--- src/rtl/bcd_to_bin_if.sv ---
// Request/result bundle for the six-digit BCD to 20-bit binary converter.
interface bcd_to_bin_if;
    logic        start;
    logic [3:0]  unit;
    logic [3:0]  ten;
    logic [3:0]  hun;
    logic [3:0]  tho;
    logic [3:0]  t_tho;
    logic [3:0]  h_hun;
    logic [19:0] data;
    logic        busy;
    logic        done;
    logic        err;

    modport master (
        output start, unit, ten, hun, tho, t_tho, h_hun,
        input  data, busy, done, err
    );

    modport slave (
        input  start, unit, ten, hun, tho, t_tho, h_hun,
        output data, busy, done, err
    );
endinterface

--- src/rtl/bcd_to_bin.sv ---
// Six-digit BCD to binary converter: one digit per cycle, MS digit first,
// acc = acc*10 + digit. Result, done and err are registered.
module bcd_to_bin (
    input  logic         sys_clk,
    input  logic         sys_rst_n,
    bcd_to_bin_if.slave  bus
);
    typedef enum logic {IDLE, CALC} state_t;

    state_t      state_q, state_d;
    logic [23:0] sr_q, sr_d;
    logic [19:0] acc_q, acc_d;
    logic [19:0] data_q, data_d;
    logic [2:0]  cnt_q, cnt_d;
    logic        busy_q, busy_d;
    logic        done_q, done_d;
    logic        err_q, err_d;

    logic        digit_bad;
    logic [19:0] acc_next;

    // Any presented digit outside 0..9 makes the request invalid.
    always_comb begin
        digit_bad = (bus.unit  > 4'd9) || (bus.ten   > 4'd9) ||
                    (bus.hun   > 4'd9) || (bus.tho   > 4'd9) ||
                    (bus.t_tho > 4'd9) || (bus.h_hun > 4'd9);
    end

    // acc*10 + top nibble; 999999 fits in 20 bits so no saturation.
    always_comb begin
        acc_next = (acc_q << 3) + (acc_q << 1) + {16'd0, sr_q[23:20]};
    end

    // State and datapath registers.
    always_ff @(posedge sys_clk or negedge sys_rst_n) begin
        if (!sys_rst_n) begin
            state_q <= IDLE;
            sr_q    <= '0;
            acc_q   <= '0;
            data_q  <= '0;
            cnt_q   <= '0;
            busy_q  <= 1'b0;
            done_q  <= 1'b0;
            err_q   <= 1'b0;
        end else begin
            state_q <= state_d;
            sr_q    <= sr_d;
            acc_q   <= acc_d;
            data_q  <= data_d;
            cnt_q   <= cnt_d;
            busy_q  <= busy_d;
            done_q  <= done_d;
            err_q   <= err_d;
        end
    end

    // Next-state logic: accept/reject in IDLE, six accumulate steps in CALC.
    always_comb begin
        state_d = state_q;
        sr_d    = sr_q;
        acc_d   = acc_q;
        data_d  = data_q;
        cnt_d   = cnt_q;
        busy_d  = busy_q;
        done_d  = 1'b0;
        err_d   = 1'b0;

        case (state_q)
            IDLE: begin
                if (bus.start) begin
                    if (digit_bad) begin
                        err_d = 1'b1;
                    end else begin
                        sr_d    = {bus.h_hun, bus.t_tho, bus.tho,
                                   bus.hun, bus.ten, bus.unit};
                        acc_d   = '0;
                        cnt_d   = '0;
                        busy_d  = 1'b1;
                        state_d = CALC;
                    end
                end
            end
            CALC: begin
                acc_d = acc_next;
                sr_d  = {sr_q[19:0], 4'h0};
                cnt_d = cnt_q + 3'd1;
                if (cnt_q == 3'd5) begin
                    data_d  = acc_next;
                    done_d  = 1'b1;
                    busy_d  = 1'b0;
                    state_d = IDLE;
                end
            end
            default: begin
                state_d = IDLE;
            end
        endcase
    end

    assign bus.data = data_q;
    assign bus.busy = busy_q;
    assign bus.done = done_q;
    assign bus.err  = err_q;
endmodule

--- src/flat_wrapper.sv ---
// flat-port wrapper written by rule: the top's interface ports become plain ports
module bcd_to_bin_flat 
  (sys_clk, sys_rst_n, bus_start, bus_unit, bus_ten, bus_hun, bus_tho, bus_t_tho, bus_h_hun, bus_data, bus_busy, bus_done, bus_err);
  bcd_to_bin_if bus_i ();
  input  logic sys_clk;
  input  logic sys_rst_n;
  input wire logic [$bits(bus_i.start)-1:0] bus_start;
  input wire logic [$bits(bus_i.unit)-1:0] bus_unit;
  input wire logic [$bits(bus_i.ten)-1:0] bus_ten;
  input wire logic [$bits(bus_i.hun)-1:0] bus_hun;
  input wire logic [$bits(bus_i.tho)-1:0] bus_tho;
  input wire logic [$bits(bus_i.t_tho)-1:0] bus_t_tho;
  input wire logic [$bits(bus_i.h_hun)-1:0] bus_h_hun;
  output wire logic [$bits(bus_i.data)-1:0] bus_data;
  output wire logic [$bits(bus_i.busy)-1:0] bus_busy;
  output wire logic [$bits(bus_i.done)-1:0] bus_done;
  output wire logic [$bits(bus_i.err)-1:0] bus_err;
  assign bus_i.start = bus_start;
  assign bus_i.unit = bus_unit;
  assign bus_i.ten = bus_ten;
  assign bus_i.hun = bus_hun;
  assign bus_i.tho = bus_tho;
  assign bus_i.t_tho = bus_t_tho;
  assign bus_i.h_hun = bus_h_hun;
  assign bus_data = bus_i.data;
  assign bus_busy = bus_i.busy;
  assign bus_done = bus_i.done;
  assign bus_err = bus_i.err;
  bcd_to_bin u_core (.sys_clk(sys_clk), .sys_rst_n(sys_rst_n), .bus(bus_i));
endmodule
--- config.mk ---
export PLATFORM = sky130hd
export DESIGN_NAME = bcd_to_bin_flat
export DESIGN_NICKNAME = d
export VERILOG_FILES = /design/src/rtl/bcd_to_bin_if.sv /design/src/rtl/bcd_to_bin.sv /design/src/flat_wrapper.sv
export SDC_FILE = /design/constraint.sdc
export NUM_CORES = 1
export LEC_CHECK = 0
export BUFFER_PORTS_ARGS = -buffer_cell sky130_fd_sc_hd__buf_4
export CAP_MARGIN = 10
export CORE_ASPECT_RATIO = 1.4
export CORE_MARGIN = 1
export CORE_UTILIZATION = 53
export CTS_BUF_LIST = sky130_fd_sc_hd__clkbuf_2
export DETAILED_ROUTE_END_ITERATION = 10
export PLACE_DENSITY = 0.77
export REMOVE_ABC_BUFFERS = 1
export SETUP_SLACK_MARGIN = 0.3
export SLEW_MARGIN = 20
export SYNTH_ARGS = -nofsm -noshare
export SYNTH_HDL_FRONTEND = slang
export SYNTH_SLANG_ARGS = --single-unit
--- constraint.sdc ---
create_clock -name sys_clk -period 2.7 [get_ports sys_clk]
set_clock_uncertainty 0.1 [all_clocks]
set_input_delay 0.54 -clock sys_clk [delete_from_list [all_inputs] [get_ports sys_clk]]
set_output_delay 0.54 -clock sys_clk [all_outputs]
set_load 0.05 [all_outputs]
# [Yosys cells after proc, flatten, opt, wreduce, memory -nomap -nowiden]
# Cells that the tools add are included.
[totals] regBits=70 input_bits=27 out_inout_bits=23 elab_cells=52
[classes] addsub=3 eq_ne=4 bitwise=1 n_lt_le_gt_ge=6 reduce_logical=8 mux=22
[op_table] cell="$mux 24" count=2
[op_table] cell="$pmux 24 s2" count=1
[op_table] cell="$mux 19" count=2
[op_table] cell="$pmux 19 s2" count=1
[op_table] cell="$gt 4x4->1 const B" count=6
[op_table] cell="$add 20x20->20" count=1
[op_table] cell="$add 20x4->20" count=1
[op_table] cell="$mux 1" count=11
[op_table] cell="$mux 3" count=2
[op_table] cell="$ne 2x2->1 const B" count=3
[op_table] cell="$pmux 3 s2" count=1
[op_table] cell="$logic_or 1x1->1" count=5
[op_table] cell="$pmux 1 s2" count=2
[op_table] cell="$reduce_and 2->1" count=2
[op_table] cell="$add 3x1->3 const B" count=1
[op_table] cell="$eq 3x3->1 const B" count=1
[op_table] cell="$reduce_and 3->1" count=1
[op_table] cell="$not 1->1" count=1

# [Longest topological paths before layout]
[logic_depth] word_depth=9 ltp_mapped=10 mapped_depth_nobuf=10

# [Worst setup path before layout]
# Ideal clock, no wire load.
[synth_timing] path_type="reg2reg" start="reg u_core.acc_q[0]" end="reg u_core.acc_q[18]" slack_ps=-82 synth_period_minus_slack_ps=2782 t_required_ps=2513 arrival_ps=2596 path_buffers=0 stages_incl_launch_ff=10 setup_ps=87 cell_sequence="dfrtp_1 > inv_1 > fa_1 > fa_1 > nand2b_1 > a21oi_2 > o2111ai_2 > a21boi_2 > or4b_1 > o211ai_1"
[synth_via] elab_chain_len=3
[synth_rtl] element="start: declaration" line="bcd_to_bin.sv:12" text="logic [19:0] acc_q, acc_d;"
[synth_rtl] element="start signal: assignment" line="bcd_to_bin.sv:39" text="acc_q <= '0;"
[synth_rtl] element="start signal: assignment" line="bcd_to_bin.sv:48" text="acc_q <= acc_d;"
[synth_rtl] element="$add 20x20->20" line="bcd_to_bin.sv:31" text="acc_next = (acc_q << 3) + (acc_q << 1) + {16'd0, sr_q[23:20]};"
[synth_rtl] element="$add 20x4->20" line="bcd_to_bin.sv:31"
[synth_rtl] element="$pmux 19 s2" line="bcd_to_bin.sv:68" text="case (state_q)"
# Every way passes these cells.
# A chain may end at the register's enable or synchronous reset.

# [Worst setup path after layout]
[layout_timing] start="reg u_core.acc_q[0]" end="reg u_core.data_q[15] (netlist: u_core.bus.data[15])"
[layout_via] elab_chain_len=2
[layout_rtl] element="$add 20x20->20" line="bcd_to_bin.sv:31"
[layout_rtl] element="$add 20x4->20" line="bcd_to_bin.sv:31"
[layout_rtl] element="end signal: assignment" line="bcd_to_bin.sv:49" text="data_q <= data_d;"
[layout_rtl] element="end: declaration" line="bcd_to_bin.sv:13" text="logic [19:0] data_q, data_d;"
# Every way passes these cells.

==> reports/qor.json <==
{
  "floorplan.core_area": {"value": 0.007072, "unit": "mm²"},
  "power_frac_comb": {"value": 63.9, "unit": "%"},
  "worst_setup_hold_path_clk_slew": {"value": 0.19, "unit": "ns"},
  "p_clk_share": {"value": 9.9, "unit": "%"},
  "fin_util": {"value": 69.13, "unit": "%"},
  "post-route-min-period": {"value": 2.747, "unit": "ns"},
  "p_per_area": {"value": 1391, "unit": "mW/mm²"},
  "place_congestion": {"value": 0.8597},
  "ys.flop_type": {"value": "sky130_fd_sc_hd__dfrtp_1"},
  "cts.root.buffer_cell": {"value": "sky130_fd_sc_hd__clkbuf_2"},
  "synthCells": {"value": 403},
  "max-slew-margin-rel": {"value": 42.75, "unit": "%"},
  "die_area": {"value": 0.007751, "unit": "mm²"},
  "dr_total_vias": {"value": 3175},
  "static_leakage_power": {"value": 2.449, "unit": "nW"},
  "synth_edf_count": {"value": 0},
  "portBuffers": {"value": 49},
  "timing.final.ws_setup": {"value": -0.04698, "unit": "ns"},
  "cp.arrival": {"value": 3.07, "unit": "ns"},
  "routed_vias_inst": {"value": 5.600},
  "power_switching": {"value": 3.298, "unit": "mW"},
  "grt_antenna_before_repair": {"value": 0},
  "syn_area_cell": {"value": 9.730, "unit": "µm²"},
  "critPathCaptureType": {"value": "flop"},
  "syn2layout_area_growth": {"value": 24.66, "unit": "%"},
  "cp_slowest_stage_delay": {"value": 0.60, "unit": "ns"},
  "timing.final.crit_share": {"value": 101.7, "unit": "%"},
  "grt_overflow_total": {"value": 0},
  "crit_required": {"value": 3.02, "unit": "ns"},
  "timing.setup.critical_path_class": {"value": "reg2reg"},
  "drt_first_iter_violations": {"value": 150},
  "max_cap_viol_count": {"value": 0},
  "horizontal_die_dimension": {"value": 74.70, "unit": "µm"},
  "finalHoldWorstSlack": {"value": -0.01830, "unit": "ns"},
  "maxSlewViolCount": {"value": 0},
  "num-nets-final": {"value": 532},
  "yosys_warnings": {"value": 0},
  "achievable-frequency": {"value": 364.0, "unit": "MHz"},
  "clock_sink_count": {"value": 70},
  "area_contributors_post_synth": {"value": "sky130_fd_sc_hd__dfrtp_1 45%, sky130_fd_sc_hd__ha_1 11%, sky130_fd_sc_hd__o21ai_0 7.4%, sky130_fd_sc_hd__nand2_1 6.6%, sky130_fd_sc_hd__mux2i_1 6.4%"},
  "post_layout_total_power": {"value": 6.800, "unit": "mW"},
  "path_delay_family": {"value": "adder cells"},
  "switching_share": {"value": 48.51, "unit": "%"},
  "grt_pass1_wl": {"value": 13.94, "unit": "mm"},
  "ant_nets": {"value": 0},
  "starting_utilization_of_the_core_area": {"value": 55.45, "unit": "%"},
  "postSynth.asyncResetShare": {"value": 100.0, "unit": "%"},
  "globalRouteTotalUtil": {"value": 23.51, "unit": "%"},
  "result_of_the_run": {"value": "finished with violations"},
  "synthDominantAreaCellType": {"value": "sky130_fd_sc_hd__dfrtp_1"},
  "worst-slew-pin-transition": {"value": 0.8588, "unit": "ns"},
  "grt_start_max_net_pins": {"value": 71},
  "internal_power": {"value": 3.501, "unit": "mW"},
  "yosys_register_bits": {"value": 70},
  "timing.critical_path.cells": {"value": "inv_2 > fa_2 > buf_6 > inv_4 > ha_4 > nand3_4 > a211oi_4 > nor2_4 > o41ai_4 > xnor2_2 > o21ai_1"},
  "worstHoldPathType": {"value": "in2async"},
  "antenna-diode-count": {"value": 0},
  "critical_path.max_fanout": {"value": 4},
  "critical_path_buf_inv_count": {"value": 3},
  "cts_tree": {"value": "done"},
  "fp.dieH": {"value": 103.8, "unit": "µm"},
  "critical_path.startpoint_type": {"value": "flop"},
  "wl": {"value": 8.551, "unit": "mm"},
  "hold_viol": {"value": 6},
  "unrepaired_setup_endpoints_after_global_routing": {"value": "true"},
  "violations": {"value": "hold timing, setup timing"},
  "ys_types": {"value": 47},
  "cts_htree_levels": {"value": 3},
  "synth_top_area_share": {"value": 44.67, "unit": "%"},
  "crit_path_top_delay_cell": {"value": "sky130_fd_sc_hd__fa_2"},
  "synth-seq-area-share": {"value": 44.67, "unit": "%"},
  "first_global_vias": {"value": 3145},
  "vdd_ir_drop_max": {"value": 0.0005894, "unit": "V"},
  "drc": {"value": 0},
  "floorplan.io_pins": {"value": 50},
  "clock_tree_buf_depth": {"value": 2},
  "endpoints_failing_setup": {"value": 3},
  "clock_latency_at_the_later_pin_of_the_worst_skew_pair": {"value": 0.54, "unit": "ns"},
  "pwr-share-seq": {"value": 26.2, "unit": "%"},
  "dpl.hpwl": {"value": 5.913, "unit": "mm"},
  "row_count": {"value": 36},
  "syn-cell-area": {"value": 0.003921, "unit": "mm²"},
  "synth.most_common_cell": {"value": "sky130_fd_sc_hd__dfrtp_1"},
  "layout.filler_cells": {"value": 535},
  "wl_per_cell": {"value": 15.08, "unit": "µm"},
  "drive_gt1_share": {"value": 28.39, "unit": "%"},
  "tritoncts.num_buffers": {"value": 9},
  "firstDrtPassIters": {"value": 4},
  "synth_top_cells_by_count": {"value": "70 x sky130_fd_sc_hd__dfrtp_1, 69 x sky130_fd_sc_hd__nand2_1, 58 x sky130_fd_sc_hd__o21ai_0, 36 x sky130_fd_sc_hd__ha_1, 25 x sky130_fd_sc_hd__mux2i_1"}
}
## what timing repair did
action                                  CTS  global route
setup buffers                             7             4
pin swaps                                22            15
gates resized for setup                  30            30
endpoints found under the setup margin   21            27
hold buffers                              0             0
## power by group through the flow
stage	registers, mW	logic [mW]	clock network (mW)
6_report	1.78	4.35	0.670
2_1_floorplan	2.31	2.13	0
3_5_place_dp	1.80	3.65	0
5_1_grt	1.84	4.76	0.715
4_1_cts	1.79	3.96	0.682
3_3_place_gp	1.78	3.53	0
## metrics by stage
stage / instances / area [µm²] / setup TNS [ns] / hold WS [ns] / setup WS [ns]
2_1_floorplan: 385 / 3851 / -0.3230 / 0.1444 / -0.1637
3_3_place_gp: 540 / 4423 / -0.06726 / 0.3597 / -0.06726
3_5_place_dp: 540 / 4423 / -0.1786 / 0.3697 / -0.1541
4_1_cts: 563 / 4741 / 0 / 0.005985 / 0.01722
5_1_grt: 567 / 4888 / -0.6295 / 0.05824 / -0.1775
6_report: 567 / 4888 / -0.1340 / -0.01830 / -0.04698
## area by class of cell
type	count	area, µm²	share of cell area, %
clock buffer	11	55.05	1.126
clock inverter	5	73.82	1.510
inverter	11	43.79	0.8958
multi-input combinational	304	2301	47.07
sequential	70	1752	35.83
tap	95	118.9	2.432
timing repair buffer	71	544.3	11.13
## registers in the layout, indices dropped and copies added, names as in the netlist
| name | count |
|---|---|
| u_core.bus.busy | 1 |
| u_core.acc_q | 19 |
| u_core.sr_q | 24 |
| u_core.cnt_q | 3 |
| u_core.bus.err | 1 |
| u_core.bus.data | 20 |
| u_core.state_q | 1 |
| u_core.bus.done | 1 |
## cell families after synthesis
group	count (synthesis)	share of synthesized area, %
AO/OA/AOI/OAI	105	16.31
XOR/XNOR	17	3.797
adder cells (fa/ha/maj)	38	12.51
buffers and inverters	29	2.840
flip-flops	70	44.67
multiplexers	25	6.382
AND/OR/NAND/NOR	119	13.50
## layer usage
layer / GRT usage [%] / wire length [µm]
met1: 27.60 / 3564
met4: 13.61 / 250
met2: 39.32 / 4413
met3: 3.696 / 323
met5: 0 / 0
## worst paths after layout
path                                           startpoint                              end  slack, ns  cells after the start
max                           u_core.acc_q[0]$_DFFE_PN0P_  u_core.bus.data[15]$_DFFE_PN0P_      -0.05                     11
min                                             sys_rst_n  u_core.bus.data[14]$_DFFE_PN0P_      -0.02                      1
max reg2reg                   u_core.acc_q[0]$_DFFE_PN0P_  u_core.bus.data[15]$_DFFE_PN0P_      -0.05                     11
min reg2reg                u_core.bus.data[7]$_DFFE_PN0P_   u_core.bus.data[7]$_DFFE_PN0P_       0.40                      2
max in group asynchronous                       sys_rst_n   u_core.bus.data[4]$_DFFE_PN0P_       1.96                      1
min in group sys_clk                          bus_unit[0]       u_core.sr_q[0]$_DFFE_PN0P_       0.14                      3
## placed cells by master (no fill, tap or decap), types with 8 or more instances in the layout
master                      n
sky130_fd_sc_hd__dfrtp_1   70
sky130_fd_sc_hd__nor2_1    11
sky130_fd_sc_hd__buf_4     68
sky130_fd_sc_hd__ha_1      29
sky130_fd_sc_hd__o21ai_1   18
sky130_fd_sc_hd__nand2_1   67
sky130_fd_sc_hd__o21ai_0   46
sky130_fd_sc_hd__clkbuf_2  11
sky130_fd_sc_hd__a21oi_1    8
sky130_fd_sc_hd__mux2i_1   25
sky130_fd_sc_hd__nand3_1   18
No activity file was read; power rests on OpenSTA's default activity.
